## src/rtl/mc_ctrl_pkg.sv

```systemverilog
// ============================================================================
// Module      : mc_ctrl_pkg
// Description : Shared types and encodings for the multi-cycle main
//               controller: FSM state enum, RV32I opcodes, ALU operation
//               classes, ALU control codes and datapath select encodings.
// Revision    : 1.0 - initial release
// ============================================================================
`default_nettype none

package mc_ctrl_pkg;

    // Controller states. ST_TRAP is only reachable when the illegal
    // instruction trap is built in; otherwise it behaves as an unused code.
    typedef enum logic [3:0] {
        ST_FETCH    = 4'd0,
        ST_DECODE   = 4'd1,
        ST_MEMADR   = 4'd2,
        ST_MEMREAD  = 4'd3,
        ST_MEMWB    = 4'd4,
        ST_MEMWRITE = 4'd5,
        ST_EXECR    = 4'd6,
        ST_EXECI    = 4'd7,
        ST_ALUWB    = 4'd8,
        ST_BEQ      = 4'd9,
        ST_JAL      = 4'd10,
        ST_TRAP     = 4'd11
    } state_e;

    // Supported opcodes (IR[6:0])
    localparam logic [6:0] OP_LW   = 7'b0000011;
    localparam logic [6:0] OP_SW   = 7'b0100011;
    localparam logic [6:0] OP_R    = 7'b0110011;
    localparam logic [6:0] OP_I    = 7'b0010011;
    localparam logic [6:0] OP_BEQ  = 7'b1100011;
    localparam logic [6:0] OP_JAL  = 7'b1101111;

    // ALU operation class requested by the FSM
    typedef enum logic [1:0] {
        ALUOP_ADD   = 2'b00,
        ALUOP_SUB   = 2'b01,
        ALUOP_FUNCT = 2'b10
    } alu_op_e;

    // ALU control codes
    localparam logic [2:0] ALUC_ADD = 3'b000;
    localparam logic [2:0] ALUC_SUB = 3'b001;
    localparam logic [2:0] ALUC_AND = 3'b010;
    localparam logic [2:0] ALUC_OR  = 3'b110;
    localparam logic [2:0] ALUC_SLT = 3'b101;

    // ALU operand A select
    localparam logic [1:0] SRCA_PC    = 2'b00;
    localparam logic [1:0] SRCA_OLDPC = 2'b01;
    localparam logic [1:0] SRCA_RS1   = 2'b10;

    // ALU operand B select
    localparam logic [1:0] SRCB_RS2   = 2'b00;
    localparam logic [1:0] SRCB_IMM   = 2'b01;
    localparam logic [1:0] SRCB_FOUR  = 2'b10;

    // Result bus select
    localparam logic [1:0] RES_ALUOUT = 2'b00;
    localparam logic [1:0] RES_DATA   = 2'b01;
    localparam logic [1:0] RES_ALURES = 2'b10;

    // Immediate format select
    localparam logic [1:0] IMM_I = 2'b00;
    localparam logic [1:0] IMM_S = 2'b01;
    localparam logic [1:0] IMM_B = 2'b10;
    localparam logic [1:0] IMM_J = 2'b11;

    // Immediate format implied by the opcode; unknown opcodes fall to I.
    function automatic logic [1:0] imm_src_of(input logic [6:0] op_i);
        logic [1:0] r;
        case (op_i)
            OP_SW:   r = IMM_S;
            OP_BEQ:  r = IMM_B;
            OP_JAL:  r = IMM_J;
            default: r = IMM_I;
        endcase
        return r;
    endfunction

    // funct3 values the ALU decoder actually implements
    function automatic logic funct3_supported(input logic [2:0] f3_i);
        return (f3_i == 3'b000) || (f3_i == 3'b010) ||
               (f3_i == 3'b110) || (f3_i == 3'b111);
    endfunction

endpackage : mc_ctrl_pkg

`default_nettype wire

```

## src/rtl/mc_ctrl_alu_dec.sv

```systemverilog
// ============================================================================
// Module      : alu_dec
// Description : Combinational ALU decoder. Turns the FSM's ALU operation
//               class plus funct3/op[5]/funct7b5 into the ALU control code.
// Revision    : 1.0 - initial release
// ============================================================================
`default_nettype none

module alu_dec
    import mc_ctrl_pkg::*;
(
    input  logic [1:0] alu_op_i,
    input  logic [2:0] funct3_i,
    input  logic       op5_i,
    input  logic       funct7b5_i,
    output logic [2:0] alu_control_o
);

    // Map the operation class to a control code; funct decoding only
    // distinguishes sub from add for R-type (op[5] = 1) instructions.
    always_comb begin
        alu_control_o = ALUC_ADD;
        case (alu_op_i)
            ALUOP_ADD: alu_control_o = ALUC_ADD;
            ALUOP_SUB: alu_control_o = ALUC_SUB;
            ALUOP_FUNCT: begin
                case (funct3_i)
                    3'b000:  alu_control_o = (op5_i & funct7b5_i) ? ALUC_SUB : ALUC_ADD;
                    3'b010:  alu_control_o = ALUC_SLT;
                    3'b110:  alu_control_o = ALUC_OR;
                    3'b111:  alu_control_o = ALUC_AND;
                    default: alu_control_o = ALUC_ADD;
                endcase
            end
            default: alu_control_o = ALUC_ADD;
        endcase
    end

endmodule : alu_dec

`default_nettype wire

```

## src/rtl/mc_ctrl.sv

```systemverilog
// ============================================================================
// Module      : mc_ctrl
// Description : Moore-style multi-cycle main controller for the RV32I subset
//               (lw, sw, R-type, I-type ALU, beq, jal). Sequences the shared
//               memory, ALU, register file and PC/IR enables.
//               Optional build macro MC_CTRL_ILLEGAL_TRAP_EN adds a sticky
//               TRAP state for unknown opcodes / unsupported funct3.
// Revision    : 1.0 - initial release
// ============================================================================
`default_nettype none

module mc_ctrl
    import mc_ctrl_pkg::*;
#(
    parameter logic MEM_HANDSHAKE = 1'b1
) (
    input  logic       clk,
    input  logic       rst_n,
    input  logic [6:0] op,
    input  logic [2:0] funct3,
    input  logic       funct7b5,
    input  logic       zero,
    input  logic       mem_ready,
    output logic       mem_req,
    output logic       mem_write,
    output logic       adr_src,
    output logic       ir_write,
    output logic       pc_write,
    output logic       reg_write,
    output logic [1:0] alu_src_a,
    output logic [1:0] alu_src_b,
    output logic [1:0] result_src,
    output logic [1:0] imm_src,
    output logic [2:0] alu_control,
    output logic [3:0] state_o,
    output logic       illegal_instr
);

    state_e     state_q;
    state_e     state_d;
    logic       w_rdy;

    logic       w_mem_req;
    logic       w_mem_write;
    logic       w_adr_src;
    logic       w_ir_write;
    logic       w_pc_write;
    logic       w_reg_write;
    logic       w_illegal;
    logic [1:0] w_src_a;
    logic [1:0] w_src_b;
    logic [1:0] w_result_src;
    alu_op_e    w_alu_op;
    logic [2:0] w_alu_control;

    // Memory completion: either the real handshake or a fixed single cycle
    generate
        if (MEM_HANDSHAKE) begin : g_mem_hs
            assign w_rdy = mem_ready;
        end else begin : g_mem_fixed
            logic w_unused_mem_ready;
            assign w_unused_mem_ready = mem_ready;
            assign w_rdy = 1'b1;
        end
    endgenerate

    // State register, asynchronously cleared to FETCH
    always_ff @(posedge clk or negedge rst_n) begin
        if (!rst_n) begin
            state_q <= ST_FETCH;
        end else begin
            state_q <= state_d;
        end
    end

    // Next-state logic
    always_comb begin
        state_d = state_q;
        case (state_q)
            ST_FETCH: begin
                if (w_rdy) begin
                    state_d = ST_DECODE;
                end
            end
            ST_DECODE: begin
                case (op)
                    OP_LW, OP_SW: state_d = ST_MEMADR;
`ifdef MC_CTRL_ILLEGAL_TRAP_EN
                    OP_R:         state_d = funct3_supported(funct3) ? ST_EXECR : ST_TRAP;
                    OP_I:         state_d = funct3_supported(funct3) ? ST_EXECI : ST_TRAP;
`else
                    OP_R:         state_d = ST_EXECR;
                    OP_I:         state_d = ST_EXECI;
`endif
                    OP_BEQ:       state_d = ST_BEQ;
                    OP_JAL:       state_d = ST_JAL;
`ifdef MC_CTRL_ILLEGAL_TRAP_EN
                    default:      state_d = ST_TRAP;
`else
                    default:      state_d = ST_FETCH;
`endif
                endcase
            end
            ST_MEMADR:   state_d = (op == OP_LW) ? ST_MEMREAD : ST_MEMWRITE;
            ST_MEMREAD:  state_d = w_rdy ? ST_MEMWB : ST_MEMREAD;
            ST_MEMWB:    state_d = ST_FETCH;
            ST_MEMWRITE: state_d = w_rdy ? ST_FETCH : ST_MEMWRITE;
            ST_EXECR:    state_d = ST_ALUWB;
            ST_EXECI:    state_d = ST_ALUWB;
            ST_ALUWB:    state_d = ST_FETCH;
            ST_BEQ:      state_d = ST_FETCH;
            ST_JAL:      state_d = ST_ALUWB;
`ifdef MC_CTRL_ILLEGAL_TRAP_EN
            ST_TRAP:     state_d = ST_TRAP;
`endif
            default:     state_d = ST_FETCH;
        endcase
    end

    // Per-state datapath controls (before reset gating)
    always_comb begin
        w_mem_req    = 1'b0;
        w_mem_write  = 1'b0;
        w_adr_src    = 1'b0;
        w_ir_write   = 1'b0;
        w_pc_write   = 1'b0;
        w_reg_write  = 1'b0;
        w_illegal    = 1'b0;
        w_src_a      = SRCA_PC;
        w_src_b      = SRCB_RS2;
        w_result_src = RES_ALUOUT;
        w_alu_op     = ALUOP_ADD;
        case (state_q)
            ST_FETCH: begin
                // PC+4 goes straight from the ALU into the PC
                w_mem_req    = 1'b1;
                w_src_a      = SRCA_PC;
                w_src_b      = SRCB_FOUR;
                w_result_src = RES_ALURES;
                w_ir_write   = w_rdy;
                w_pc_write   = w_rdy;
            end
            ST_DECODE: begin
                // Speculative branch target into ALUOut
                w_src_a = SRCA_OLDPC;
                w_src_b = SRCB_IMM;
            end
            ST_MEMADR: begin
                w_src_a = SRCA_RS1;
                w_src_b = SRCB_IMM;
            end
            ST_MEMREAD: begin
                w_mem_req = 1'b1;
                w_adr_src = 1'b1;
            end
            ST_MEMWB: begin
                w_result_src = RES_DATA;
                w_reg_write  = 1'b1;
            end
            ST_MEMWRITE: begin
                w_mem_req   = 1'b1;
                w_mem_write = 1'b1;
                w_adr_src   = 1'b1;
            end
            ST_EXECR: begin
                w_src_a  = SRCA_RS1;
                w_src_b  = SRCB_RS2;
                w_alu_op = ALUOP_FUNCT;
            end
            ST_EXECI: begin
                w_src_a  = SRCA_RS1;
                w_src_b  = SRCB_IMM;
                w_alu_op = ALUOP_FUNCT;
            end
            ST_ALUWB: begin
                w_reg_write = 1'b1;
            end
            ST_BEQ: begin
                // Target already sits in ALUOut from DECODE
                w_src_a    = SRCA_RS1;
                w_src_b    = SRCB_RS2;
                w_alu_op   = ALUOP_SUB;
                w_pc_write = zero;
            end
            ST_JAL: begin
                // Jump target from ALUOut, ALU computes OldPC+4 for rd
                w_src_a    = SRCA_OLDPC;
                w_src_b    = SRCB_FOUR;
                w_pc_write = 1'b1;
            end
`ifdef MC_CTRL_ILLEGAL_TRAP_EN
            ST_TRAP: begin
                w_illegal = 1'b1;
            end
`endif
            default: begin
                w_illegal = 1'b0;
            end
        endcase
    end

    alu_dec u_alu_dec (
        .alu_op_i      (w_alu_op),
        .funct3_i      (funct3),
        .op5_i         (op[5]),
        .funct7b5_i    (funct7b5),
        .alu_control_o (w_alu_control)
    );

    // Reset gating: no enable or select may leak out while rst_n is low
    always_comb begin
        mem_req       = 1'b0;
        mem_write     = 1'b0;
        adr_src       = 1'b0;
        ir_write      = 1'b0;
        pc_write      = 1'b0;
        reg_write     = 1'b0;
        illegal_instr = 1'b0;
        alu_src_a     = 2'b00;
        alu_src_b     = 2'b00;
        result_src    = 2'b00;
        imm_src       = 2'b00;
        alu_control   = 3'b000;
        if (rst_n) begin
            mem_req       = w_mem_req;
            mem_write     = w_mem_write;
            adr_src       = w_adr_src;
            ir_write      = w_ir_write;
            pc_write      = w_pc_write;
            reg_write     = w_reg_write;
            illegal_instr = w_illegal;
            alu_src_a     = w_src_a;
            alu_src_b     = w_src_b;
            result_src    = w_result_src;
            imm_src       = imm_src_of(op);
            alu_control   = w_alu_control;
        end
    end

    assign state_o = state_q;

endmodule : mc_ctrl

`default_nettype wire

```

## config.mk

```make
export PLATFORM = sky130hd
export DESIGN_NAME = mc_ctrl
export DESIGN_NICKNAME = d
export VERILOG_FILES = /design/src/rtl/mc_ctrl_pkg.sv /design/src/rtl/mc_ctrl_alu_dec.sv /design/src/rtl/mc_ctrl.sv
export SDC_FILE = /design/constraint.sdc
export NUM_CORES = 1
export LEC_CHECK = 0
export ABC_AREA = 1
export CAP_MARGIN = 10
export CORE_UTILIZATION = 35
export CTS_BUF_LIST = sky130_fd_sc_hd__clkbuf_2 sky130_fd_sc_hd__clkbuf_4 sky130_fd_sc_hd__clkbuf_8
export DETAILED_ROUTE_END_ITERATION = 7
export GPL_ROUTABILITY_DRIVEN = 0
export PLACE_DENSITY_LB_ADDON = 0.05
export SETUP_SLACK_MARGIN = 0.4
export SYNTH_ARGS = -nofsm -noshare
export SYNTH_HDL_FRONTEND = slang
export SYNTH_HIERARCHICAL = 1
export SYNTH_SLANG_ARGS = --single-unit
```

## constraint.sdc

```tcl
create_clock -name clk -period 1.5 [get_ports clk]
set_input_delay 0.15 -clock clk [delete_from_list [all_inputs] [get_ports clk]]
set_output_delay 0.15 -clock clk [all_outputs]
set_load 0.005 [all_outputs]
```

==> impl_metrics.yaml, run 1 <==
outcome:
  outcome: "stopped before the end"
  lastStage: "clock tree synthesis (4_1_cts)"
  stop_error: "[ERROR DPL-0033] detailed placement checks failed during check placement."
clock_tree:
  cts_setup_buffers: 31
  numClockSinks: 4
  cts_buffer_depth: 2
  cts_hold_buf: 0
  cts_buffers: 3
  cts-resized-gates: 154
  htree_levels: 1
  cts_root_buffer: "clkbuf_4"
synthesis:
  synth_flop_cell: "dfrtp_1"
  syn-cell-area_um2: 647
  synth_cell_types: 21
  ys_seq_area_share_pct: 15.5
  async_flop_share_pct: 100
  ys_ff_latch: 4
  yosys_warnings: 6
  synthesis.nets: 142
  syn_avg_cell_area_um2: 5.17
  postSynthCellCount: 125
  synth_edf_count: 0
place:
  dpl.hpwl_um: 1860
  portBuffers: 35
floorplanning:
  ios: 37
  die_w_um: 45.0
  rows: 15
  die_h_um: 45.0
  initial_core_util_pct: 37.5
-- synth_stat cells (2+ instances only) --
cell      number  share of area [%]
inv_1         28                 16
nor2_1        25                 15
nand3b_1       2                2.3
a21oi_1        6                4.6
nand2_1       29                 17
nor2_4         2                3.5
nor3_1         2                1.5
ha_1           2                3.9
dfrtp_1        4                 15
o21ai_0        4                3.1
nand3_1       11                8.5
-- per-stage QoR --
stage / setup slack, ps / area [µm²] / cells / utilization [%] / hold slack [ps]
after floorplan: 25.8 / 677 / 125 / - / -146
after global placement: -376 / 1310 / 218 / 75.8 / 513
after detailed placement: -435 / 1310 / 218 / 75.8 / 509
-- cell families after synthesis --
family / Yosys count / share of synthesized area [%]
buffers and inverters: 31 / 18.8
adder cells (fa/ha/maj): 2 / 3.87
AO/OA/AOI/OAI: 13 / 11.2
AND/OR/NAND/NOR: 74 / 50.1
flip-flops: 4 / 15.5
other: 1 / 0.580
==> inputs of run 2 (changes only) <==
--- a/config.mk
+++ b/config.mk
@@ -7,12 +7,11 @@
 export LEC_CHECK = 0
 export ABC_AREA = 1
 export CAP_MARGIN = 10
-export CORE_UTILIZATION = 35
-export CTS_BUF_LIST = sky130_fd_sc_hd__clkbuf_2 sky130_fd_sc_hd__clkbuf_4 sky130_fd_sc_hd__clkbuf_8
+export CORE_AREA = 2 2 63 65
 export DETAILED_ROUTE_END_ITERATION = 7
+export DIE_AREA = 0 0 65 67
 export GPL_ROUTABILITY_DRIVEN = 0
-export PLACE_DENSITY_LB_ADDON = 0.05
-export SETUP_SLACK_MARGIN = 0.4
+export PLACE_DENSITY_LB_ADDON = 0.15
 export SYNTH_ARGS = -nofsm -noshare
 export SYNTH_HDL_FRONTEND = slang
 export SYNTH_HIERARCHICAL = 1
==> constraint.sdc (replaced) <==
create_clock -name clk -period 1.95 [get_ports clk]
set_input_delay 0.195 -clock clk [delete_from_list [all_inputs] [get_ports clk]]
set_output_delay 0.195 -clock clk [all_outputs]
set_load 0.005 [all_outputs]
==> run 2 against run 1 <==
Effect of this change: the flow now finishes without violations; area after synthesis unchanged; synthesized cell count unchanged.
==> impl_metrics.yaml, run 2 <==
floorplanning:
  core-area_mm2: 0.00361
  die_h_um: 67
  initial_core_util_pct: 17.9
  die_area_mm2: 0.00436
  die_w_um: 65
  rows: 22
  ios: 37
clock_tree:
  numClockSinks: 4
  cts_buffer_depth: 2
  cts_tree: "yes"
  cts_root_buffer: "clkbuf_8"
  clk_latency_ps: 220
  cts_buffers: 3
  cts_hold_buf: 0
  htree_levels: 1
  cts.clk_slew.worst_paths_ps: 30
final_layout:
  mostFrequentLayoutCells: "buf_4, nand2_1, inv_1, clkdlybuf4s50_1, nor2_1"
  nets: 220
  fillers: 367
  drive_above_1_share_pct: 37.3
  antenna_cells: 0
  syn_to_final_growth_pct: 128
  final_cell_area_mm2: 0.00147
  largest_reg_flops: 4
  final_common_cell: "buf_4"
grt:
  antenna_found_initial: 0
  track_usage_pct: 12.0
  grt_max_degree: 13
  grt_pass1_vias: 922
  grt_pass1_wl_um: 4020
  overflow: 0
synthesis:
  synth_cell_types: 21
  syn_avg_cell_area_um2: 5.17
  synthesis.nets: 142
  ys_ff_latch: 4
  ys_seq_area_share_pct: 15.5
  synth_top_area_share_pct: 16.8
  yosys.area.top_type: "nand2_1"
  synth_edf_count: 0
  yosys-top-cells-count: "nand2_1, inv_1, nor2_1"
  postSynthCellCount: 125
  yosys_warnings: 6
  async_flop_share_pct: 100
  synth.most_common_cell: "nand2_1"
  syn-cell-area_um2: 647
  yosys-top-cells-area: "nand2_1, inv_1, dfrtp_1, nor2_1, nand3_1"
  synth_flop_cell: "dfrtp_1"
drt:
  dr.first_iter.drc_count: 40
  wl_per_cell_um: 10.3
  dr.pass1.iters: 2
  drc: 0
  vias_per_cell: 4.04
  vias: 1006
  antenna_left: 0
  wirelength_um: 2550
place:
  dpl.hpwl_um: 1830
  placed_area_mm2: 0.00118
  portBuffers: 35
  dp_slack_ps: -119
power:
  pwr-share-clk_pct: 19.8
  p_seq_share_pct: 12.1
  p_sw_share_pct: 36.2
  powerDensity_mw_per_mm2: 598
  power.leakage_nw: 0.864
  p_switching_uw: 319
  internal_power_uw: 562
  p_comb_share_pct: 68.1
  ir_drop_uv: 203
critical_path:
  reg2reg_to: "state_o[1]$_DFFE_PN0P_"
  path_max_fanout: 5
  crit_path_start_kind: "flip-flop"
  required_ps: 2110
  arrival_ps: 2080
  crit_type: "flip-flop to flip-flop"
  worstPathCellList: "buf_4 -> nor2_4 -> nand3_2 -> buf_4 -> buf_4 -> buf_4 -> buf_4 -> buf_4 -> buf_4 -> buf_4 -> inv_1 -> a21boi_0 -> nand2_1"
  ff2ff_path_depth: 13
  worst_path_most_repeated_cell: "buf_4"
  critPathCaptureType: "flip-flop"
  max_stage_delay_ps: 360
  rr_startpoint: "state_o[3]$_DFFE_PN0P_"
  r2r_setup_slack_ps: 30
  critPathSlowestCell: "dfrtp_1"
sta:
  setup_ws_ps: 29.4
  rsz0062_at_grt: "yes"
  timing.final.crit_share_pct: 98.5
  fin_skew_ps: 0.259
  hold_viol_final: 0
  max_freq_mhz: 521
  setup_viol_count_final: 0
  drv_slew: 0
  period_needed_ps: 1920
min_path:
  hp-class: "input pin to async pin"
outcome:
  outcome: "completed"
flow_run:
  drv_cap: 0
run 2: layout make-up:
type	instances	area [µm²]	area share, %
clock buffer	3	41.3	2.80
inverter	29	109	7.39
multi-input combinational	90	509	34.6
sequential	4	100	6.80
tap	48	60.1	4.08
timing repair buffer	75	653	44.4
run 2: power groups by stage:
| stage | combinational [mW] | sequential, mW | clock (mW) |
|---|---|---|---|
| floorplan | 0.176 | 0.115 | 0 |
| global placement | 0.429 | 0.104 | 0 |
| detailed placement | 0.429 | 0.104 | 0 |
| CTS | 0.562 | 0.103 | 0.176 |
| global route | 0.655 | 0.108 | 0.185 |
| finish | 0.600 | 0.106 | 0.174 |
run 2: worst max path at each step:
stage                                       from                     end  slack [ps]
after floorplan           state_o[0]$_DFFE_PN0P_          alu_control[1]         320
after global placement    state_o[2]$_DFFE_PN0P_          alu_control[2]        -120
after detailed placement  state_o[1]$_DFFE_PN0P_          alu_control[1]        -120
after CTS                 state_o[0]$_DFFE_PN0P_          alu_control[1]         -40
after global routing      state_o[1]$_DFFE_PN0P_          alu_control[1]         -90
final                     state_o[3]$_DFFE_PN0P_  state_o[1]$_DFFE_PN0P_          30
run 2: repair_timing:
action,in CTS,in global routing
buffers inserted,18,6
pin swaps,11,7
endpoints found under the setup margin,11,15
gates resized for setup,33,26
run 2: kinds of logic (layout without fill, tap and decap cells):
logic type	count (synthesis)	in the layout	share of synthesized area (%)
AND/OR/NAND/NOR	74	74	50.1
buffers and inverters	31	107	18.8
adder cells (fa/ha/maj)	2	2	3.87
AO/OA/AOI/OAI	13	13	11.2
flip-flops	4	4	15.5
other	1	1	0.580
run 2: critical path, delay by kind of cell (launching register included):
family | cells | cell delay, ps
flip-flops | 1 | 360
AO/OA/AOI/OAI | 1 | 80
buffers and inverters | 9 | 1070
AND/OR/NAND/NOR | 3 | 340
run 2: through the flow:
step / cells / hold WS [ps] / utilization [%] / power (mW) / setup TNS [ps]
global placement: 222 / 562 / 32.7 / 0.534 / -306
CTS: 243 / 341 / 38.2 / 0.841 / -35.5
floorplan: 125 / -101 / - / 0.290 / 0
detailed placement: 222 / 570 / 32.7 / 0.534 / -305
finish: 249 / 333 / 40.8 / 0.881 / 0
global route: 249 / 339 / 40.8 / 0.948 / -287
run 2: metal layers:
| layer | wire (µm) | GRT usage, % |
|---|---|---|
| met2 | 1280 | 22.7 |
| met3 | 120 | 1.35 |
| met5 | 0 | 0 |
| met1 | 1080 | 13.4 |
| met4 | 69 | 5.59 |
No activity file was read; power rests on OpenSTA's default activity.
==> inputs of run 3 (changes only) <==
--- a/config.mk
+++ b/config.mk
@@ -10,7 +10,7 @@
 export CORE_AREA = 2 2 63 65
 export DETAILED_ROUTE_END_ITERATION = 7
 export DIE_AREA = 0 0 65 67
-export GPL_ROUTABILITY_DRIVEN = 0
+export GPL_ROUTABILITY_DRIVEN = 1
 export PLACE_DENSITY_LB_ADDON = 0.15
 export SYNTH_ARGS = -nofsm -noshare
 export SYNTH_HDL_FRONTEND = slang
==> results of run 3 <==
No change in the layout: final DEF, timing and power equal those of run 2.
